`src/rtl/au_accum_if.sv`:
```
// Handshake bundle for au_accum: operand stream in, frame-sum stream out.
// Port summary:
//   in_vld/in_rdy/in_data/in_last : operand stream (master drives vld/data/last)
//   out_vld/out_rdy/out_sum       : frame-sum stream (master drives rdy)
//   out_ovf                       : sticky frame carry-out, only with AU_ACCUM_OVF_EN
// master = upstream/downstream environment, slave = the accumulator.
interface au_accum_if #(
    parameter int unsigned WIDTH = 8
);
    logic             in_vld;
    logic             in_rdy;
    logic [WIDTH-1:0] in_data;
    logic             in_last;
    logic             out_vld;
    logic             out_rdy;
    logic [WIDTH-1:0] out_sum;
`ifdef AU_ACCUM_OVF_EN
    logic             out_ovf;
`endif

    modport master (
        output in_vld, in_data, in_last, out_rdy,
`ifdef AU_ACCUM_OVF_EN
        input  out_ovf,
`endif
        input  in_rdy, out_vld, out_sum
    );

    modport slave (
        input  in_vld, in_data, in_last, out_rdy,
`ifdef AU_ACCUM_OVF_EN
        output out_ovf,
`endif
        output in_rdy, out_vld, out_sum
    );
endinterface

```
`src/rtl/au_accum.sv`:
```
// Sequential multi-operand accumulator. Adds a stream of WIDTH-bit operands
// modulo 2^WIDTH and emits the frame total after COUNT operands or on in_last.
// Ports:
//   clk   : clock, rising edge
//   rst_n : synchronous active-low reset
//   bus   : au_accum_if.slave (operand stream in, frame-sum stream out)
// Optional feature: define AU_ACCUM_OVF_EN to add the sticky carry-out flag
// (bus.out_ovf). Without it no carry logic is built.
module au_accum #(
    parameter int WIDTH = 8,
    parameter int COUNT = 4
) (
    input  logic        clk,
    input  logic        rst_n,
    au_accum_if.slave   bus
);
    localparam int unsigned W  = (WIDTH < 1) ? 1 : WIDTH;
    localparam int unsigned C  = (COUNT < 1) ? 1 : COUNT;
    localparam int unsigned CW = (C > 1) ? $clog2(C) : 1;

    // Elaboration-time parameter legality
    if (WIDTH < 1) begin : g_bad_width
        $fatal(1, "au_accum: illegal parameter WIDTH = %0d (must be >= 1)", WIDTH);
    end
    if (COUNT < 1) begin : g_bad_count
        $fatal(1, "au_accum: illegal parameter COUNT = %0d (must be >= 1)", COUNT);
    end

    typedef enum logic {
        ST_ACC = 1'b0,
        ST_OUT = 1'b1
    } state_t;

    state_t          state;
    state_t          state_nxt;
    logic [W-1:0]    acc;
    logic [CW-1:0]   cnt;
    logic            first;

    logic            accept_c;
    logic            eof_c;
    logic [W-1:0]    sum_c;
    logic            in_rdy_d;
    logic            out_vld_d;

`ifdef AU_ACCUM_OVF_EN
    logic            ovf_acc;
    logic            ovf_c;
    logic [W:0]      sum_ext_c;
`endif

    // Handshake decode
    always_comb begin
        accept_c = bus.in_vld && bus.in_rdy;
        eof_c    = accept_c && (bus.in_last || (cnt == CW'(C - 1)));
    end

    // Running sum; a frame's first operand ignores the stale accumulator
`ifdef AU_ACCUM_OVF_EN
    always_comb begin
        sum_ext_c = {1'b0, (first ? W'(0) : acc)} + {1'b0, bus.in_data};
        sum_c     = sum_ext_c[W-1:0];
        ovf_c     = (first ? 1'b0 : ovf_acc) | sum_ext_c[W];
    end
`else
    always_comb begin
        sum_c = (first ? W'(0) : acc) + bus.in_data;
    end
`endif

    // FSM state register
    always_ff @(posedge clk) begin
        if (!rst_n) begin
            state <= ST_ACC;
        end else begin
            state <= state_nxt;
        end
    end

    // FSM next state
    always_comb begin
        state_nxt = state;
        case (state)
            ST_ACC: if (eof_c) state_nxt = ST_OUT;
            ST_OUT: if (bus.out_vld && bus.out_rdy) state_nxt = ST_ACC;
            default: state_nxt = ST_ACC;
        endcase
    end

    // FSM outputs, decoded from next state so the handshake flags are registered
    always_comb begin
        in_rdy_d  = 1'b0;
        out_vld_d = 1'b0;
        if (state_nxt == ST_ACC) in_rdy_d  = 1'b1;
        if (state_nxt == ST_OUT) out_vld_d = 1'b1;
    end

    // Datapath and registered outputs
    always_ff @(posedge clk) begin
        if (!rst_n) begin
            bus.in_rdy  <= 1'b1;
            bus.out_vld <= 1'b0;
            bus.out_sum <= '0;
            acc         <= '0;
            cnt         <= '0;
            first       <= 1'b1;
`ifdef AU_ACCUM_OVF_EN
            bus.out_ovf <= 1'b0;
            ovf_acc     <= 1'b0;
`endif
        end else begin
            bus.in_rdy  <= in_rdy_d;
            bus.out_vld <= out_vld_d;
            if (accept_c) begin
                acc <= sum_c;
`ifdef AU_ACCUM_OVF_EN
                ovf_acc <= ovf_c;
`endif
                if (eof_c) begin
                    bus.out_sum <= sum_c;
                    cnt         <= '0;
                    first       <= 1'b1;
`ifdef AU_ACCUM_OVF_EN
                    bus.out_ovf <= ovf_c;
`endif
                end else begin
                    cnt   <= cnt + CW'(1);
                    first <= 1'b0;
                end
            end
        end
    end
endmodule

```
`src/flat_wrapper.sv`:
```
// flat-port wrapper written by rule: the top's interface ports become plain ports
module au_accum_flat 
#(
    parameter int WIDTH = 8,
    parameter int COUNT = 4
)
  (clk, rst_n, bus_in_vld, bus_in_data, bus_in_last, bus_out_rdy, bus_in_rdy, bus_out_vld, bus_out_sum);
  au_accum_if #(.WIDTH(WIDTH)) bus_i ();
  input  logic clk;
  input  logic rst_n;
  input wire logic [$bits(bus_i.in_vld)-1:0] bus_in_vld;
  input wire logic [$bits(bus_i.in_data)-1:0] bus_in_data;
  input wire logic [$bits(bus_i.in_last)-1:0] bus_in_last;
  input wire logic [$bits(bus_i.out_rdy)-1:0] bus_out_rdy;
  output wire logic [$bits(bus_i.in_rdy)-1:0] bus_in_rdy;
  output wire logic [$bits(bus_i.out_vld)-1:0] bus_out_vld;
  output wire logic [$bits(bus_i.out_sum)-1:0] bus_out_sum;
  assign bus_i.in_vld = bus_in_vld;
  assign bus_i.in_data = bus_in_data;
  assign bus_i.in_last = bus_in_last;
  assign bus_i.out_rdy = bus_out_rdy;
  assign bus_in_rdy = bus_i.in_rdy;
  assign bus_out_vld = bus_i.out_vld;
  assign bus_out_sum = bus_i.out_sum;
  au_accum #(.WIDTH(WIDTH), .COUNT(COUNT)) u_core (.clk(clk), .rst_n(rst_n), .bus(bus_i));
endmodule
```
`config.mk`:
```
export PLATFORM = sky130hd
export DESIGN_NAME = au_accum_flat
export DESIGN_NICKNAME = d
export VERILOG_FILES = /design/src/rtl/au_accum_if.sv /design/src/rtl/au_accum.sv /design/src/flat_wrapper.sv
export SDC_FILE = /design/constraint.sdc
export NUM_CORES = 1
export LEC_CHECK = 0
export CORE_MARGIN = 2
export CORE_UTILIZATION = 48
export CTS_BUF_LIST = sky130_fd_sc_hd__clkbuf_4 sky130_fd_sc_hd__clkbuf_8
export DETAILED_ROUTE_END_ITERATION = 8
export GPL_ROUTABILITY_DRIVEN = 0
export PLACE_DENSITY = 0.78
export SYNTH_ARGS = -nofsm -noshare
export SYNTH_HDL_FRONTEND = slang
export SYNTH_SLANG_ARGS = --single-unit
```
`constraint.sdc`:
```
create_clock -name clk -period 1.8 [get_ports clk]
set_input_delay 0.36 -clock clk [delete_from_list [all_inputs] [get_ports clk]]
set_output_delay 0.36 -clock clk [all_outputs]
set_load 0.005 [all_outputs]
```
==> out/metrics.yaml, run 1 <==
row_count: 17
drt-initial-drc-count: 26
maxSlewViolCount: 0
ys_seq_area_frac: 0.359
syn_nets: 160
status: "finished with violations"
p_sw_frac: 0.286
first_pass_iters: 4
tightestPinTransition_ps: 390
cp_slowest_cell: "dfxtp_4"
drt-wirelength-per-cell_um: 15.5
relSlewSlack: 0.740
grt_setup_unrepaired: "yes"
synth-main-ff-cell: "dfxtp_1"
cts.sinks: 21
cts_tree: "yes"
numCtsBuffers: 3
cp.arrival_ps: 2050
critPathLaunchType: "flop"
setup_viol: 6
syn2layout_area_growth_pct: 50.9
cts_root_buffer: "clkbuf_4"
p_leak_nw: 0.762
drt-total-wl_um: 3260
slowest_delay_ps: 390
critPathMaxFanout: 5
required_ps: 2000
placed_cells: 202
end_kind: "flop"
min_path_cells: 2
cts.htree.levels: 1
place_area_um2: 1560
netSwitchingPower_mw: 0.299
first_global_vias: 1179
core-area_um2: 2250
skew_ps: 7.83
fin_cells: 210
utilization: 0.783
io_pins: 23
yosys_warnings: 0
portBuffers: 22
grt_max_degree: 14
layout-drive-gt1-share: 0.280
nets: 205
via_count: 1203
vdd_drop_max_v: 0.000708
clockPowerShare: 0.223
reg2regPathDepth: 8
avgSynthCellArea_um2: 8.48
netlist_area_um2: 1170
p_per_area_nw_per_um2: 593
period_share: 1.03
synth.distinct_cells: 36
syn_inst: 138
final_cell_mix: "clkdlybuf4s50_1 (22), nand2_1 (20), buf_4 (20), dfxtp_1 (20), and2b_1 (6)"
layout_commonest_cell: "clkdlybuf4s50_1"
cap_violations: 0
path_cells: "and2b_1 -> ha_2 -> inv_2 -> fa_2 -> nor2b_4 -> o31ai_2 -> a211oi_2 -> o21ai_1"
route.detailed.drc: 0
ys_ff_latch: 21
die_y_um: 53.4
failed_checks: "setup timing"
synth_edf_count: 0
p_int_mw: 0.748
clock_latency_ps: 310
antenna_cells: 0
design_area_um2: 1770
power_frac_seq: 0.497
start_util: 0.519
vias_per_cell: 5.73
max_freq_ghz: 0.541
postRouteAntennaNets: 0
grt-ovfl-total: 0
grt_pass1_wl_um: 4890
dieArea_um2: 2850
cts.path.max_buffers: 2
grt_util_all_layers: 0.237
async_flop_share: 0
min_path_type: "flop to flop"
dp_hpwl_um: 2180
die_w_um: 53.4
path_class: "flop to flop"
fin_ws_ps: -48.9
clk_pin_slew_worst_paths_ps: 120
fin_crit_ps: 1850
grt_antenna_before_repair: 0
pre_cts_ws_ps: -351
power.combinational.fraction: 0.280
timing.final.hold_violations: 0
==> cell families after synthesis <==
| family | share of synthesized area |
|---|---|
| flops | 0.359 |
| xor+xnor | 0.0225 |
| buf+inv | 0.0331 |
| compound gates | 0.241 |
| simple gates | 0.242 |
| fa+ha+maj | 0.103 |
==> layer usage <==
metal	wire, um	vias to the layer above	track usage
met5	0	-	0
met4	54	0	0.0897
met3	143	8	0.0339
met2	1720	36	0.438
met1	1340	582	0.268
li1	-	577	-
==> synthesized netlist by cell type (4+ instances only) <==
cell type,n,area [um^2]
a21oi_1,4,20.0
and2_1,5,31.3
nand3_1,5,25.0
nor2_1,4,15.0
ha_1,8,100
nand2_1,21,78.8
inv_1,5,18.8
dfxtp_1,21,420
clkbuf_1,4,15.0
and2b_1,7,52.6
o21ai_0,9,45.0
==> worst paths after layout <==
path                          from                    end  slack, ps
max                   u_core.first          u_core.acc[6]        -50
min          u_core.bus.out_sum[4]  u_core.bus.out_sum[4]        460
max reg2reg           u_core.first          u_core.acc[6]        -50
min reg2reg  u_core.bus.out_sum[4]  u_core.bus.out_sum[4]        460
==> timing repair <==
action,4_1_cts,5_1_grt
buffers inserted,1,3
pin swaps,7,9
resized for setup,16,20
endpoints found under the setup margin,12,12
hold buffers,0,0
==> layout make-up <==
cell class / instances / area [um^2]
Tap cell: 28 / 35.0
Inverter: 5 / 18.8
Multi-Input combinational cell: 107 / 853
Timing Repair Buffer: 45 / 404
Fill cell: 151 / 489
Clock buffer: 3 / 22.5
Sequential cell: 21 / 424
Clock inverter: 1 / 7.51
==> critical path: cells and delay by family (launching register included) <==
family	cells	cell delay, ps
and+or+nand+nor	2	340
buffers and inverters	1	40
adders and majority gates	2	560
DFF	1	390
AOI/OAI and AO/OA	3	400
==> through the flow <==
step	setup TNS, ps	total power [mW]	hold slack [ps]
after floorplan	0	0.651	431
after global placement	-2760	0.758	441
after detailed placement	-3180	0.770	451
after CTS	-135	1.01	468
after global routing	-871	1.09	489
final	-184	1.05	465
==> sequential cells by signal, summed over array words and instances (netlist names) <==
register	flops
u_core.state	1
u_core.bus.out_sum	8
u_core.cnt	2
u_core.bus.in_rdy	1
u_core.acc	8
u_core.first	1
==> power by group through the flow <==
stage | combinational, mW | clock, mW | sequential, mW
floorplan | 0.124 | 0 | 0.526
global route | 0.319 | 0.251 | 0.524
finish | 0.292 | 0.233 | 0.520
CTS | 0.257 | 0.237 | 0.520
global placement | 0.230 | 0 | 0.529
detailed placement | 0.239 | 0 | 0.531
No activity file was read; power rests on OpenSTA's default activity.
==> run 2, diff against run 1 <==
- RECOVER_POWER: unset -> 50
==> run 2 against run 1 <==
  * Routed wire length is 0.68% higher
  * Largest cell class unchanged
  * Critical endpoint unchanged
  * The flow still finishes with violations (setup timing)
  * Largest power group unchanged
  * Highest routed layer unchanged
  * Sequential power about the same
  * Sequential share of layout area up 0.051 points
  * Non-clock buffer count did not move
  * Core utilization decreased by 0.17 points
  * Via count is 0.17% lower
==> out/metrics.yaml, run 2 (same netlist as run 1, synthesis figures left out) <==
syn2layout_area_growth_pct: 50.6
cts_tree: "yes"
cp_slowest_cell: "dfxtp_4"
setup_viol: 6  # unchanged
cts_root_buffer: "clkbuf_4"
crit_start: "u_core.first"
path_cells: "and2b_1 -> ha_2 -> inv_2 -> fa_2 -> nor2b_4 -> o31ai_2 -> a211oi_2 -> o21ai_1"
numCtsBuffers: 3  # unchanged
power_mw: 1.04  # -0.41%
grt_max_degree: 14  # unchanged
die_y_um: 53.4  # unchanged
core-area_um2: 2250  # unchanged
reg2reg_from: "u_core.first"
slowest_delay_ps: 390  # about the same
cap_violations: 0  # unchanged
first_global_vias: 1179  # unchanged
dp_hpwl_um: 2180  # unchanged
postRouteAntennaNets: 0  # unchanged
via_count: 1201  # -0.17%
min_path_type: "flop to flop"
nets: 205  # unchanged
row_count: 17  # unchanged
clockPowerShare: 0.223  # about the same
antenna_cells: 0  # unchanged
final_cell_mix: "nand2_1 (20), dfxtp_1 (20), buf_4 (19)"
first_pass_iters: 4  # unchanged
reg_top3: "u_core.acc x8, u_core.bus.out_sum x8, u_core.cnt x2"
route.detailed.drc: 0  # unchanged
cp.arrival_ps: 2050  # about the same
critPathLaunchType: "flop"
relSlewSlack: 0.624  # -0.117
dieArea_um2: 2850  # unchanged
cts.path.max_buffers: 2  # unchanged
portBuffers: 22  # unchanged
grt_setup_unrepaired: "yes"
max_freq_ghz: 0.541  # about the same
reg2reg_slack_ps: -50  # about the same
critPathMaxFanout: 5  # unchanged
cp-endpoint: "u_core.acc[6]"
path_class: "flop to flop"
grt-ovfl-total: 0  # unchanged
drt-initial-drc-count: 23  # -12%
die_w_um: 53.4  # unchanged
clock_latency_ps: 310  # about the same
p_int_mw: 0.744  # -0.47%
netSwitchingPower_mw: 0.298  # -0.24%
tightestPinTransition_ps: 564  # +175 ps
vias_per_cell: 5.72  # -0.17%
timing.final.hold_violations: 0  # unchanged
status: "finished with violations"
design_area_um2: 1760  # -0.21%
grt_antenna_before_repair: 0  # unchanged
vdd_drop_max_v: 0.000706  # -0.21%
end_kind: "flop"
layout-drive-gt1-share: 0.275  # -0.00549
reg2regPathDepth: 8  # unchanged
min_path_cells: 2  # unchanged
required_ps: 2000  # about the same
drt-total-wl_um: 3280  # +0.68%
p_leak_nw: 0.769  # +1.0%
fin_ws_ps: -48.4  # +0.554 ps
cts.sinks: 21  # unchanged
clk_pin_slew_worst_paths_ps: 120  # about the same
cts.htree.levels: 1  # unchanged
place_area_um2: 1560  # unchanged
failed_checks: "setup timing"
grt_util_all_layers: 0.237  # unchanged
start_util: 0.519  # unchanged
drt-wirelength-per-cell_um: 15.6  # +0.68%
n_fill_cell: 153  # +1.3%
fin_crit_ps: 1850  # -0.554 ps
p_sw_frac: 0.286  # +0.000477
power_frac_seq: 0.499  # +0.002
fin_tns_setup_ps: -194  # -9.29 ps
period_share: 1.03  # about the same
maxSlewViolCount: 0  # unchanged
io_pins: 23  # unchanged
grt_pass1_wl_um: 4890  # unchanged
p_per_area_nw_per_um2: 591  # -0.19%
skew_ps: 7.49  # -0.336 ps
worstReg2RegEnd: "u_core.acc[6]"
power.combinational.fraction: 0.278  # -0.002
-- run 2: cell types whose count changed in the layout (fill, tap and decap cells not counted), sizes merged --
cell / delta
clkbuf: +1
clkdlybuf4s50: -4
buf: -1
dlygate4sd3: +4
-- run 2: timing repair --
item	4_1_cts	5_1_grt
endpoints found under the setup margin	12	12
hold buffers	0	0
resized for setup	16	20
buffers inserted	1	3
pin swaps	7	9
-- run 2: layout make-up --
cell class                      instances  area (um^2)  share of cell area
Clock buffer                            3         22.5              0.0128
Tap cell                               28         35.0              0.0199
Inverter                                5         18.8              0.0107
Timing Repair Buffer                   45          400               0.227
Multi-Input combinational cell        107          853               0.484
Sequential cell                        21          424               0.241
Clock inverter                          1         7.51             0.00426
-- run 2: power by group through the flow --
stage	clock, mW	combinational (mW)	sequential (mW)
final	0.232	0.289	0.520
after global routing	0.251	0.315	0.524
after CTS	0.237	0.257	0.520
after detailed placement	0	0.239	0.531
after global placement	0	0.230	0.529
after floorplan	0	0.124	0.526
-- run 2: stage by stage --
step                      setup slack (ps)  cells   util  hold WS [ps]
final                                -48.4    210  0.781           462
after global routing                  -176    210  0.781           486
after CTS                            -57.1    207  0.730           468
after detailed placement              -351    202  0.691           451
after global placement                -310    202  0.691           441
after floorplan                       35.6    138      -           431
-- run 2: worst min-delay path by stage --
| stage | end | slack, ps | from |
|---|---|---|---|
| global placement | u_core.bus.out_sum[4] | 440 | u_core.bus.out_sum[4] |
| finish | u_core.bus.out_sum[4] | 460 | u_core.bus.out_sum[4] |
| floorplan | u_core.acc[4] | 430 | u_core.acc[4] |
| detailed placement | u_core.acc[4] | 450 | u_core.acc[4] |
| global route | u_core.bus.out_sum[4] | 490 | u_core.bus.out_sum[4] |
| CTS | u_core.acc[4] | 470 | u_core.acc[4] |
-- run 2: per-layer routing --
metal	share of wire	vias up	wire (um)	global-route usage
li1	-	578	-	-
met1	0.41	581	1360	0.268
met2	0.52	34	1720	0.438
met3	0.044	8	143	0.0339
met4	0.016	0	54	0.0897
met5	0	-	0	0
-- run 2: critical path: cells and delay by family (launching register included) --
kind	cells	cell delay [ps]
AO/OA/AOI/OAI	3	400
AND/OR/NAND/NOR	2	340
flip-flops	1	390
adder cells (fa/ha/maj)	2	560
buffers and inverters	1	40
